File: config.mk
export PLATFORM = sky130hd
export DESIGN_NAME = flash_prot_ctrl
export DESIGN_NICKNAME = d
export VERILOG_FILES = /design/src/rtl/flash_prot_ctrl.sv
export SDC_FILE = /design/constraint.sdc
export NUM_CORES = 1
export LEC_CHECK = 0
export ABC_AREA = 1
export BUFFER_PORTS_ARGS = -buffer_cell sky130_fd_sc_hd__buf_4
export CAP_MARGIN = 20
export CORE_UTILIZATION = 60
export CTS_CLUSTER_SIZE = 20
export DETAILED_ROUTE_END_ITERATION = 6
export PLACE_DENSITY = 0.79
export SYNTH_ARGS = -nofsm -noshare
export SYNTH_HDL_FRONTEND = slang
export SYNTH_SLANG_ARGS = --single-unit
File: constraint.sdc
create_clock -name clk -period 3.65 [get_ports clk]
set_input_delay 0.5475 -clock clk [delete_from_list [all_inputs] [get_ports clk]]
set_output_delay 0.5475 -clock clk [all_outputs]
set_load 0.005 [all_outputs]
File: src/rtl/flash_prot_ctrl.sv
// SPI flash status-register lock sequencer: WREN/EWSR, WRSR, RDSR busy poll with timeout, masked SR1 check.
// Owns the flash pins only while rdy=0; go is ignored while busy and nothing is queued.
module flash_prot_ctrl #(
  parameter int         SR_BYTES    = 1,
  parameter int         DIV         = 2,
  parameter int         POLL_MAX    = 1024,
  parameter bit         VOLATILE    = 1'b0,
  parameter logic [7:0] VERIFY_MASK = 8'hFC
) (
  input  logic                  clk,
  input  logic                  rst_n,
  input  logic                  go,
  input  logic [8*SR_BYTES-1:0] sr_val,
  output logic                  rdy,
  output logic                  err,
  output logic                  spi_csn,
  output logic                  spi_sck,
  output logic                  spi_mosi,
  input  logic                  spi_miso
);

  localparam int         TXW    = 8 * (SR_BYTES + 1);
  localparam int         DW     = $clog2(2 * DIV);
  localparam int         HW     = $clog2(2 * TXW + 2);
  localparam int         PW     = $clog2(POLL_MAX + 1);
  localparam logic [7:0] WEN_OP = VOLATILE ? 8'h50 : 8'h06;

  typedef enum logic [2:0] {S_IDLE, S_WEN, S_GAP, S_WRSR, S_POLL, S_CHECK} state_t;

  state_t                  state_q, state_d, after_q, after_d;
  logic [8*SR_BYTES-1:0]   sr_q, sr_d, sr_msb;
  logic [TXW-1:0]          tx_q, tx_d, load_val;
  logic [7:0]              rx_q, rx_d;
  logic [DW-1:0]           div_q, div_d;
  logic [HW-1:0]           half_q, half_d, last_half;
  logic [PW-1:0]           poll_q, poll_d, poll_inc;
  logic                    err_q, err_d, csn_q, csn_d, sck_q, sck_d, mosi_q, mosi_d;

  // Status bytes go out byte 0 first, so reorder them into the MSB-first shifter.
  always_comb begin
    sr_msb = '0;
    for (int i = 0; i < SR_BYTES; i++) begin
      sr_msb[8*(SR_BYTES-1-i) +: 8] = sr_q[8*i +: 8];
    end
  end

  always_comb begin
    load_val  = '0;
    last_half = '0;
    case (state_q)
      S_WEN: begin
        load_val  = {WEN_OP, {(TXW-8){1'b0}}};
        last_half = HW'(16);
      end
      S_WRSR: begin
        load_val  = {8'h01, sr_msb};
        last_half = HW'(2 * TXW);
      end
      S_POLL: begin
        load_val  = {8'h05, {(TXW-8){1'b0}}};
        last_half = HW'(32);
      end
      default: ;
    endcase
  end

  assign poll_inc = poll_q + 1'b1;

  always_comb begin
    state_d = state_q;
    after_d = after_q;
    sr_d    = sr_q;
    tx_d    = tx_q;
    rx_d    = rx_q;
    div_d   = div_q;
    half_d  = half_q;
    poll_d  = poll_q;
    err_d   = err_q;
    csn_d   = csn_q;
    sck_d   = sck_q;
    mosi_d  = mosi_q;
    case (state_q)
      S_IDLE: begin
        if (go) begin
          sr_d    = sr_val;
          err_d   = 1'b0;
          poll_d  = '0;
          state_d = S_WEN;
        end
      end
      // CS stays high 2*DIV-1 cycles here; the transaction state spends one more dropping it.
      S_GAP: begin
        if (div_q == DW'(2 * DIV - 2)) begin
          div_d   = '0;
          state_d = after_q;
        end else begin
          div_d = div_q + 1'b1;
        end
      end
      S_WEN, S_WRSR, S_POLL: begin
        if (csn_q) begin
          csn_d  = 1'b0;
          tx_d   = load_val;
          mosi_d = load_val[TXW-1];
          div_d  = '0;
          half_d = '0;
        end else if (div_q != DW'(DIV - 1)) begin
          div_d = div_q + 1'b1;
        end else begin
          div_d  = '0;
          half_d = half_q + 1'b1;
          if (half_q == last_half) begin
            csn_d   = 1'b1;
            mosi_d  = 1'b0;
            state_d = S_GAP;
            case (state_q)
              S_WEN:  after_d = S_WRSR;
              S_WRSR: after_d = S_POLL;
              default: begin
                poll_d  = poll_inc;
                after_d = S_POLL;
                if (!rx_q[0]) begin
                  state_d = S_CHECK;
                end else if (poll_inc == PW'(POLL_MAX)) begin
                  err_d   = 1'b1;
                  state_d = S_IDLE;
                end
              end
            endcase
          end else if (!half_q[0]) begin
            sck_d = 1'b1;
            rx_d  = {rx_q[6:0], spi_miso};
          end else begin
            sck_d  = 1'b0;
            tx_d   = tx_q << 1;
            mosi_d = tx_q[TXW-2];
          end
        end
      end
      S_CHECK: begin
        err_d   = |((rx_q ^ sr_q[7:0]) & VERIFY_MASK);
        state_d = S_IDLE;
      end
      default: state_d = S_IDLE;
    endcase
  end

  always_ff @(posedge clk) begin
    if (!rst_n) begin
      state_q <= S_IDLE;
      after_q <= S_IDLE;
      sr_q    <= '0;
      tx_q    <= '0;
      rx_q    <= '0;
      div_q   <= '0;
      half_q  <= '0;
      poll_q  <= '0;
      err_q   <= 1'b0;
      csn_q   <= 1'b1;
      sck_q   <= 1'b0;
      mosi_q  <= 1'b0;
    end else begin
      state_q <= state_d;
      after_q <= after_d;
      sr_q    <= sr_d;
      tx_q    <= tx_d;
      rx_q    <= rx_d;
      div_q   <= div_d;
      half_q  <= half_d;
      poll_q  <= poll_d;
      err_q   <= err_d;
      csn_q   <= csn_d;
      sck_q   <= sck_d;
      mosi_q  <= mosi_d;
    end
  end

  assign rdy      = (state_q == S_IDLE);
  assign err      = err_q;
  assign spi_csn  = csn_q;
  assign spi_sck  = sck_q;
  assign spi_mosi = mosi_q;

endmodule

== Word-level counts from Yosys, hierarchy flattened ==
Index checks and enable logic that the tools add are counted.

* Register bits: 60
* Latch bits: 0
* RAM bits: 0
* Bits in read-only memories: 0
* Input bits: 12
* Output and inout port bits: 5
* Memories: 0

* $add $sub $neg: 3
* $mul: 0
* Divide/modulo/power cells: 0
* Magnitude comparators: 0
* Eq/ne operators: 19
* Shift-type cells: 0
* Multiplexer cells: 44
* Bitwise logic cells: 5
* Reduce and logical (&&, ||, !) cells: 20

{| class="wikitable"
|+ Operator list
! cell !! count
|-
| $mux 15 || 4
|-
| $mux 11 || 5
|-
| $pmux 11 s3 || 1
|-
| $mux 3 || 8
|-
| $pmux 11 s2 || 1
|-
| $ne 2x2->1 const B || 10
|-
| $mux 1 || 15
|-
| $mux 6 || 2
|-
| $pmux 6 s2 || 1
|-
| $reduce_and 4->1 || 3
|-
| $add 11x1->11 const B || 1
|-
| $eq 11x11->1 const B || 1
|-
| $reduce_and 5->1 || 2
|-
| $pmux 3 s3 || 1
|-
| $mux 2 || 4
|-
| $reduce_and 8->1 || 1
|-
| $xor 8x8->8 || 1
|-
| $add 6x1->6 const B || 1
|-
| $eq 3x2->1 const B || 2
|-
| $eq 3x3->1 const B || 2
|-
| $eq 6x6->1 || 1
|-
| $reduce_and 6->1 || 1
|-
| $reduce_bool 2->1 || 3
|-
| $reduce_bool 3->1 || 2
|-
| 13 further kinds || 18
|}

== Depth between registers and ports, before layout ==
Gate-level depths: netlist of run 1.

* Word-level depth: 9
* Gate-level depth with buffers: 14
* Depth with buffers taken out: 13

== Least setup slack after synthesis of run 1 ==
No wires, ideal clock.

* Path kind: reg2reg
* From: register state_q[0]
* To: register poll_q[0]
* Library setup time: 114 ps
* Arrival: 1482 ps
* Required time: 3536 ps
* Path slack: 2054 ps
* Cell stages (with the launch flop): 13
* Clock period less this slack: 1596 ps
* Cells stage by stage: dfxtp_1 > inv_2 > nor2_4 > nand2_2 > nand2_1 > nand2_2 > nor2_4 > nand3_2 > nand2_2 > nand3_2 > buf_2 > a21oi_1 > nor2_1

* Longest elaborated chain between the ends: 6
* Elaborated cells between the ends (all ways): 17
* Those cells by class: eq/ne (9); mux (2); reduce/logical (6)

{| class="wikitable"
|+ RTL lines
! element !! line !! RTL
|-
| start: declaration || 30 || <nowiki>state_t state_q, state_d, after_q, after_d;</nowiki>
|-
| start signal: assignment || 163 || <nowiki>state_q <= state_d;</nowiki>
|-
| $eq 3x2->1 / $eq 3x3->1 (equally long branches) || 50, 82, 116 ||
|-
| $reduce_or 2->1 (no source line) || - ||
|-
| $pmux 6 s2 || 50 || <nowiki>case (state_q)</nowiki>
|-
| $eq 6x6->1 || 112 || <nowiki>if (half_q == last_half) begin</nowiki>
|-
| $ne 2x2->1 (no source line) || - ||
|-
| $reduce_and 6->1 (no source line) || - ||
|-
| end signal: assignment || 170 || <nowiki>poll_q <= poll_d;</nowiki>
|-
| end: declaration || 36 || <nowiki>logic [PW-1:0] poll_q, poll_d, poll_inc;</nowiki>
|}

Parallel ways exist; a longest one is shown, timed or not.
A chain may end at the register's enable or synchronous reset.

== Worst setup path after layout of run 1 ==
* From: register state_q[2]
* To: register poll_q[6]

Same word-level chain as after synthesis.

==> results of run 1 <==
[cell families (layout without fill, tap and decap cells)]
family,Yosys count,in the layout,synth area share (%)
buffers and inverters,68,85,9.61
DFF,59,59,38.8
adders and majority gates,3,3,1.23
and+or+nand+nor,197,197,29.7
AOI/OAI and AO/OA,108,108,19.3
xor gates and xnor gates,5,5,1.44
[report_power, final]
part	internal, uW	total [uW]	switching [uW]
logic	249	758	509
clock network	347	602	255
registers	758	865	107
[routing by layer]
metal	track usage, %	vias to the layer above	wire [um]
li1	-	1452	-
met1	32.9	1250	2960
met2	43.3	57	3010
met3	4.70	11	243
met4	12.2	0	127
met5	0	-	0
[registers in the layout, summed over array words and instances (netlist names)]
signal,flops
poll_q,11
after_q,2
spi_mosi,1
half_q,6
err,1
tx_q,15
spi_csn,1
rx_q,8
sr_msb,8
state_q,3
spi_sck,1
div_q,2
[cell type report]
class                   instances  share of cell area (%)
multi-input cells             313                    46.8
flip-flops and latches         59                    35.1
inverters                      54                    6.03
clock buffers                  11                    4.50
repair buffers                 16                    3.57
well taps                      67                    2.49
clock inverters                 4                    1.49
[worst max-delay path, delay by kind of cell, from the launching register on]
| family | cells | cell delay [ns] |
|---|---|---|
| buffers and inverters | 2 | 0.34 |
| DFF | 1 | 0.54 |
| AOI/OAI and AO/OA | 2 | 0.32 |
| and+or+nand+nor | 5 | 0.91 |
[cell usage in the layout, fill, tap and decap left out, types with 5 or more instances in the layout]
master and n:
nor3_1 6, inv_1 50, nor2_1 56, buf_4 16, nand2_1 88, clkbuf_8 11
o21ai_0 37, xor2_1 5, a21oi_1 46, nand2_2 6, o21ai_1 10, dfxtp_1 59
nand3_1 24
[per-stage QoR]
| stage | power [uW] | std cells | hold WS [ns] | setup WS, ns | cell area (sq um) |
|---|---|---|---|---|---|
| 3_3_place_gp | 1600 | 509 | 0.424 | 1.55 | 3160 |
| 4_1_cts | 2230 | 524 | 0.425 | 1.40 | 3360 |
| 3_5_place_dp | 1620 | 509 | 0.435 | 1.44 | 3160 |
| 2_1_floorplan | 1490 | 440 | 0.406 | 2.05 | 3050 |
| 6_report | 2230 | 524 | 0.434 | 1.40 | 3360 |
| 5_1_grt | 2380 | 524 | 0.434 | 1.16 | 3360 |
[path summary, 6_finish.rpt]
| path | start | cells past startpoint | end |
|---|---|---|---|
| max | state_q[2]$_SDFFE_PN0P_ | 9 | poll_q[6]$_SDFFE_PN0P_ |
| max reg2reg | state_q[2]$_SDFFE_PN0P_ | 9 | poll_q[6]$_SDFFE_PN0P_ |
| min reg2reg | div_q[0]$_SDFFE_PN0P_ | 1 | div_q[0]$_SDFFE_PN0P_ |
| min | spi_miso | 3 | rx_q[0]$_SDFFE_PN0P_ |
==> results.cfg, run 1 <==
[outcome]
status = finished, final reports clean

[cts]
insertion_delay_ns = 0.34
cts_buffer_depth = 2
cts_setup_buffers = 0
post_cts_resized = 0
clkSinkCount = 59
cts_tree = yes
numCtsBuffers = 9
htree_levels = 3
cts-root-buf = clkbuf_8
cts_hold_buf = 0
cts.clk_slew.worst_paths_ns = 0.07

[die]
core_area_sq_mm = 0.00482
ioPinCount = 17
die_w_um = 73.2
rows = 25
die_h_um = 73.2
die_area_sq_mm = 0.00536
initial_core_util_pct = 63.2

[placement]
io_buffers = 16
gp_congestion = 0.882
hpwl_um = 4490

[sta]
slew_headroom_pct = 67.2
fmax_mhz = 444
hold_viol = 0
fin_tns_setup_ns = 0
rsz0062_at_grt = no
period_needed_ns = 2.25
fin_crit_sh_pct = 61.7
skew_ns = 0.00786
slew_violations = 0
worst_pin_slew_ns = 0.492
finalSetupViolCount = 0

[finish]
utilization_pct = 69.8
num_antenna_cells = 0
drive_gt1_share_pct = 13.3
seq_area_sq_mm = 0.00118
multi_input_area_sq_mm = 0.00157
final_nets = 468
fillers = 437
area_growth_pct = 10.4

[global_route]
track_usage_pct = 26.1
antenna_found_initial = 0
grt_max_degree = 44
grt_overflow = 0
grt_pass1_wl_um = 10700
grt_pass1_vias = 2472

[worst_hold_path]
min_path_type = input pin to flop

[critical_path]
start_kind = flop
r2r_slack_ns = 1.40
path_class = flop to flop
endpoint_kind = flop
cp_slowest_stage_delay_ns = 0.54
crit_required_ns = 3.86
critical_path.max_fanout = 21
critPathSlowestCell = dfxtp_1
path_cells = inv_1, nand2_1, nand2_4, inv_2, nor2_1, nor2_2, nand3_2, o21ai_0, a21oi_1
critical_path_arrival_ns = 2.46

[logic_synthesis]
synth_top_cells_by_count = 88 x nand2_1, 59 x dfxtp_1, 56 x nor2_1, 50 x inv_1, 46 x a21oi_1
synth.largest_area_cell = dfxtp_1
synth_area_per_cell_sq_um = 6.92
synth_warnings = 0
ys_types = 32
synth_ff_type = dfxtp_1
netlist_area_sq_mm = 0.00305
syn_nets = 455
ys_ff_latch = 59
synth.area.top_cells = dfxtp_1 39%, nand2_1 11%, a21oi_1 7.6%
ys_seq_area_share_pct = 38.8
synth_top_area_share_pct = 38.8
synth_edf_count = 0
synthMostInstantiatedCell = nand2_1
async_reset_ff_share_pct = 0
synthCells = 440

[power_and_ir_drop]
leakagePower_uw = 0.00142
power_density_mw_per_mm2 = 662
irDropWorstVdd_uv = 345

[routing]
drtPass1Iterations = 4
num_vias = 2770
viasPerCell = 5.29
drtIter0Drc = 144
ant_nets = 0
drc = 0
totalWireLength_um = 6340
wl_per_cell_um = 12.1

[job]
maxCapViolations = 0
Power figures use the tool's default switching activity.
==> run 2: changes to the inputs <==
--- a/config.mk
+++ b/config.mk
@@ -5,13 +5,13 @@
 export SDC_FILE = /design/constraint.sdc
 export NUM_CORES = 1
 export LEC_CHECK = 0
-export ABC_AREA = 1
+export ABC_AREA = 0
 export BUFFER_PORTS_ARGS = -buffer_cell sky130_fd_sc_hd__buf_4
 export CAP_MARGIN = 20
-export CORE_UTILIZATION = 60
+export CORE_UTILIZATION = 54
 export CTS_CLUSTER_SIZE = 20
 export DETAILED_ROUTE_END_ITERATION = 6
-export PLACE_DENSITY = 0.79
+export PLACE_DENSITY = 0.75
 export SYNTH_ARGS = -nofsm -noshare
 export SYNTH_HDL_FRONTEND = slang
 export SYNTH_SLANG_ARGS = --single-unit
==> constraint.sdc (replaced) <==
create_clock -name clk -period 1.9 [get_ports clk]
set_input_delay 0.285 -clock clk [delete_from_list [all_inputs] [get_ports clk]]
set_output_delay 0.285 -clock clk [all_outputs]
set_load 0.005 [all_outputs]
==> results.cfg, run 2 <==
[outcome]
status = finished, violations left
violations = setup timing

[logic_synthesis]
ys_types = 54
ys_ff_latch = 59
synthCells = 367
synth_ff_type = dfxtp_1
synthMostInstantiatedCell = nand2_1
synth_edf_count = 0
synth.largest_area_cell = dfxtp_1
synth.area.top_cells = dfxtp_1 40%, nand2_1 8.0%, nor2_1 3.8%
synth_area_per_cell_sq_um = 8.14
synth_top_cells_by_count = 64 x nand2_1, 59 x dfxtp_1, 30 x nor2_1, 20 x o21ai_0, 19 x a21oi_1
async_reset_ff_share_pct = 0
synth_warnings = 0
syn_nets = 382
ys_seq_area_share_pct = 39.5
netlist_area_sq_mm = 0.00299
synth_top_area_share_pct = 39.5

[critical_path]
crit_required_ns = 2.15
endpoint_kind = flop
critical_path.max_fanout = 7
crit_start = half_q[0]$_SDFFE_PN0P_
critical_path_arrival_ns = 2.38
reg2reg_from = half_q[0]$_SDFFE_PN0P_
r2r_slack_ns = -0.22
start_kind = flop
path_class = flop to flop

[global_route]
grt_pass1_vias = 2688
grt_overflow = 0
grt_max_degree = 31
grt_pass1_wl_um = 13200
track_usage_pct = 28.9
antenna_found_initial = 0

[sta]
fin_tns_setup_ns = -4.42
slew_violations = 0
finalSetupViolCount = 32
fmax_mhz = 471
skew_ns = 0.00935
fin_crit_sh_pct = 112
hold_viol = 0
rsz0062_at_grt = yes
period_needed_ns = 2.12
worst_slack_ns = -0.223
slew_headroom_pct = 63.8
worst_pin_slew_ns = 0.542

[power_and_ir_drop]
swShare_pct = 28.9
p_clk_share_pct = 40.5
power_density_mw_per_mm2 = 728
leakagePower_uw = 0.00168
irDropWorstVdd_uv = 615
p_seq_share_pct = 43.6
power.total_uw = 3020
switchingPower_uw = 872
power.internal_uw = 2150
comb_power_share_pct = 15.9

[finish]
area_growth_pct = 38.6
utilization_pct = 79.6
largest_reg_flops = 15
num_antenna_cells = 0
final_cell_mix = 62 x nand2_1, 56 x buf_4, 55 x dfxtp_1, 25 x nor2_1, 19 x a21oi_1
drive_gt1_share_pct = 34.3
finalNonFillerCells = 505
stdcell_area_sq_mm = 0.00414
reg.largest.list = tx_q (15), poll_q (11)
regMostFlops = tx_q
final_common_cell = nand2_1
final_nets = 445

[die]
ioPinCount = 17
initial_core_util_pct = 57.4
core_area_sq_mm = 0.00520
die_w_um = 76.4
rows = 26
die_area_sq_mm = 0.00584
die_h_um = 76.4

[cts]
insertion_delay_ns = 0.36
cts_hold_buf = 0
cts_buffer_depth = 2
numCtsBuffers = 9
cts.clk_slew.worst_paths_ns = 0.08
cts-root-buf = clkbuf_8
cts_tree = yes
htree_levels = 3
clkSinkCount = 59

[worst_hold_path]
hold_start = spi_miso
min_path_type = input pin to flop

[placement]
placed_area_sq_mm = 0.00342
place_inst = 472
gp_congestion = 0.875
io_buffers = 16
hpwl_um = 4830

[routing]
ant_nets = 0
wl_per_cell_um = 17.4
num_vias = 3064
viasPerCell = 6.07
drtIter0Drc = 255
drc = 0
drtPass1Iterations = 5
totalWireLength_um = 8810

[job]
maxCapViolations = 0
## run 2: cell types whose count changed in the layout (fill, tap and decap cells not counted), sizes merged, moves of 7 or more
cell    delta
o22ai      +7
a21oi     -30
nand2     -33
nor2      -32
buf       +52
o21ai     -29
nor2b     +18
mux2i      +9
nand3     -16
xnor2      +8
inv       -46
a21boi    +13
## run 2: worst max-delay path, stage by stage, from the launching register on
cell and delay (ns):
dfxtp_2 0.33, inv_2 0.08, ha_4 0.13, or3b_4 0.38, buf_6 0.14, or2_4 0.24, o22ai_4 0.16, a211oi_4 0.08
buf_6 0.16, buf_12 0.13, o211a_1 0.20
## run 2: power by group through the flow
stage / logic, uW / registers, uW / clock network [uW]
6_report: 480 / 1320 / 1220
5_1_grt: 510 / 1320 / 1280
4_1_cts: 437 / 1310 / 1220
3_5_place_dp: 345 / 1340 / 0
3_3_place_gp: 338 / 1330 / 0
2_1_floorplan: 223 / 1330 / 0
## run 2: logic make-up (layout without fill, tap and decap cells)
group           count (synthesis)  count (layout)  share of synthesized area [%]
simple gates                  163             165                           26.9
compound gates                 97              97                           21.9
flops                          59              59                           39.5
buf+inv                        24              90                           3.85
xor+xnor                       11              11                           3.22
mux                            10              10                           3.39
fa+ha+maj                       3               3                           1.26
## run 2: per-stage QoR
stage / hold WS (ns) / setup slack [ns]
finish: 0.184 / -0.223
global route: 0.181 / -0.281
CTS: 0.181 / -0.154
detailed placement: 0.455 / -0.189
global placement: 0.442 / -0.0989
floorplan: 0.424 / -0.131
## run 2: worst paths after layout
check / cells past startpoint / end
max: 10 / tx_q[7]$_SDFFE_PN0P_
max reg2reg: 10 / tx_q[7]$_SDFFE_PN0P_
min reg2reg: 2 / tx_q[0]$_SDFFE_PN0P_
min: 3 / rx_q[0]$_SDFFE_PN0P_
## run 2: metal layers
metal  global-route usage [%]  up-vias  wire length (um)
li1                         -     1436                 -
met1                     35.7     1465              3690
met2                     47.2      130              4340
met3                     5.99       33               519
met4                     15.4        0               259
met5                        0        -                 0
## run 2: final cells by class
class                   instances  area, sq um
clock buffers                  10          138
clock inverters                 6         71.3
well taps                      70         87.6
multi-input cells             286         2060
flip-flops and latches         59         1190
fillers                       329         1060
inverters                       6         22.5
repair buffers                 68          581
## run 2: timing repair
action | 4_1_cts | 5_1_grt
pin swaps | 11 | 17
cloned | 4 | 1
hold endpoints to repair | 0 | 0
endpoints found under the setup margin | 38 | 43
gates resized for setup | 55 | 40
setup buffers | 6 | 7
==> run 3: changes to the inputs <==
--- a/config.mk
+++ b/config.mk
@@ -8,10 +8,12 @@
 export ABC_AREA = 0
 export BUFFER_PORTS_ARGS = -buffer_cell sky130_fd_sc_hd__buf_4
 export CAP_MARGIN = 20
+export CORE_ASPECT_RATIO = 1.25
 export CORE_UTILIZATION = 54
 export CTS_CLUSTER_SIZE = 20
 export DETAILED_ROUTE_END_ITERATION = 6
 export PLACE_DENSITY = 0.75
+export SKIP_CTS_REPAIR_TIMING = 1
 export SYNTH_ARGS = -nofsm -noshare
 export SYNTH_HDL_FRONTEND = slang
 export SYNTH_SLANG_ARGS = --single-unit
==> results.cfg, run 3 (synthesized netlist as in run 2, its figures left out) <==
[outcome]
status = finished, violations left
violations = setup timing

[critical_path]
crit_start = half_q[0]$_SDFFE_PN0P_
r2r_slack_ns = -0.18
crit_required_ns = 2.12
path_class = flop to flop
critical_path_arrival_ns = 2.30
endpoint_kind = flop
start_kind = flop
cp-endpoint = poll_q[10]$_SDFFE_PN0P_
rr_endpoint = poll_q[10]$_SDFFE_PN0P_
critical_path.max_fanout = 10
worstRegToRegCells = 9
reg2reg_from = half_q[0]$_SDFFE_PN0P_

[power_and_ir_drop]
power.total_uw = 2980
irDropWorstVdd_uv = 585
leakagePower_uw = 0.00157
power_density_mw_per_mm2 = 769

[worst_hold_path]
hold_start = spi_miso
min_path_type = input pin to flop

[placement]
placed_area_sq_mm = 0.00342
io_buffers = 16
gp_congestion = 0.810
hpwl_um = 4860

[sta]
finalSetupViolCount = 39
period_needed_ns = 2.08
worst_pin_slew_ns = 0.448
fin_crit_sh_pct = 110
worst_slack_ns = -0.182
hold_viol = 0
slew_headroom_pct = 70.1
fmax_mhz = 480
skew_ns = 0.00799
slew_violations = 0
rsz0062_at_grt = yes

[global_route]
grt_pass1_wl_um = 11200
grt_overflow = 0
track_usage_pct = 25.5
grt_pass1_vias = 2547
grt_max_degree = 35
antenna_found_initial = 0

[die]
core_area_sq_mm = 0.00519
die_w_um = 68.5
initial_core_util_pct = 57.6
ioPinCount = 17
die_area_sq_mm = 0.00584
die_h_um = 85.2
rows = 29

[routing]
ant_nets = 0
totalWireLength_um = 7900
num_vias = 2929
drtPass1Iterations = 4
wl_per_cell_um = 16.1
drc = 0
viasPerCell = 5.98
drtIter0Drc = 124

[finish]
largest_reg_flops = 15
num_antenna_cells = 0
drive_gt1_share_pct = 27.1
final_common_cell = nand2_1
stdcell_area_sq_mm = 0.00387
final_cell_mix = 62 x nand2_1, 56 x dfxtp_1, 55 x buf_4, 25 x nor2_1, 19 x a21oi_1
final_nets = 438
area_growth_pct = 29.6
regMostFlops = tx_q
reg.largest.list = tx_q (15), poll_q (11)

[cts]
clkSinkCount = 59
numCtsBuffers = 9
cts_buffer_depth = 2
cts_tree = yes
insertion_delay_ns = 0.35
cts-root-buf = clkbuf_8
htree_levels = 3
cts.clk_slew.worst_paths_ns = 0.07

[job]
maxCapViolations = 0
==> run 3: critical path, stage by stage, from the launching register on <==
cell,delay (ns)
dfxtp_2,0.33
inv_2,0.05
ha_1,0.13
or3b_4,0.38
or3_4,0.38
nor4_4,0.21
buf_4,0.18
nor2_4,0.07
o21ai_2,0.15
o41ai_2,0.09
==> run 3: through the flow <==
stage	hold WS, ns	setup WS (ns)	utilization, %	setup TNS, ns	instances
5_1_grt	0.208	-0.279	74.7	-6.24	490
4_1_cts	0.185	-0.189	69.9	-3.12	481
6_report	0.183	-0.182	74.7	-3.86	490
3_5_place_dp	0.449	-0.157	65.9	-2.16	465
3_3_place_gp	0.445	-0.0672	65.9	-1.22	465
2_1_floorplan	0.424	-0.131	-	-1.55	367
==> run 3: area by class of cell <==
| type | instances | area, sq um |
|---|---|---|
| clock buffers | 11 | 131 |
| clock inverters | 5 | 77.6 |
| fillers | 369 | 1320 |
| inverters | 6 | 22.5 |
| multi-input cells | 285 | 1860 |
| flip-flops and latches | 59 | 1180 |
| well taps | 62 | 77.6 |
| repair buffers | 62 | 523 |
==> run 3: how the worst min path moves through the flow <==
stage / to / slack, ns / depth (start not counted)
floorplan: rx_q[0]$_SDFFE_PN0P_ / 0.42 / 2
global placement: tx_q[8]$_SDFFE_PN0P_ / 0.44 / 2
detailed placement: tx_q[8]$_SDFFE_PN0P_ / 0.45 / 2
CTS: rx_q[0]$_SDFFE_PN0P_ / 0.18 / 3
global route: sr_msb[2]$_SDFFE_PN0P_ / 0.21 / 3
finish: rx_q[0]$_SDFFE_PN0P_ / 0.18 / 3
==> run 3: report_power, final <==
part           internal, uW  switching, uW  total (uW)
Sequential             1280           34.5        1310
Combinational           202            231         433
Clock                   734            500        1230
Total                  2210            765        2980
==> run 3: per-layer routing <==
metal	global-route usage (%)	vias to the layer above	wire, um
met5	0	-	0
met3	5.38	31	355
met4	13.1	0	333
met1	30.4	1397	3260
li1	-	1423	-
met2	42.0	78	3950
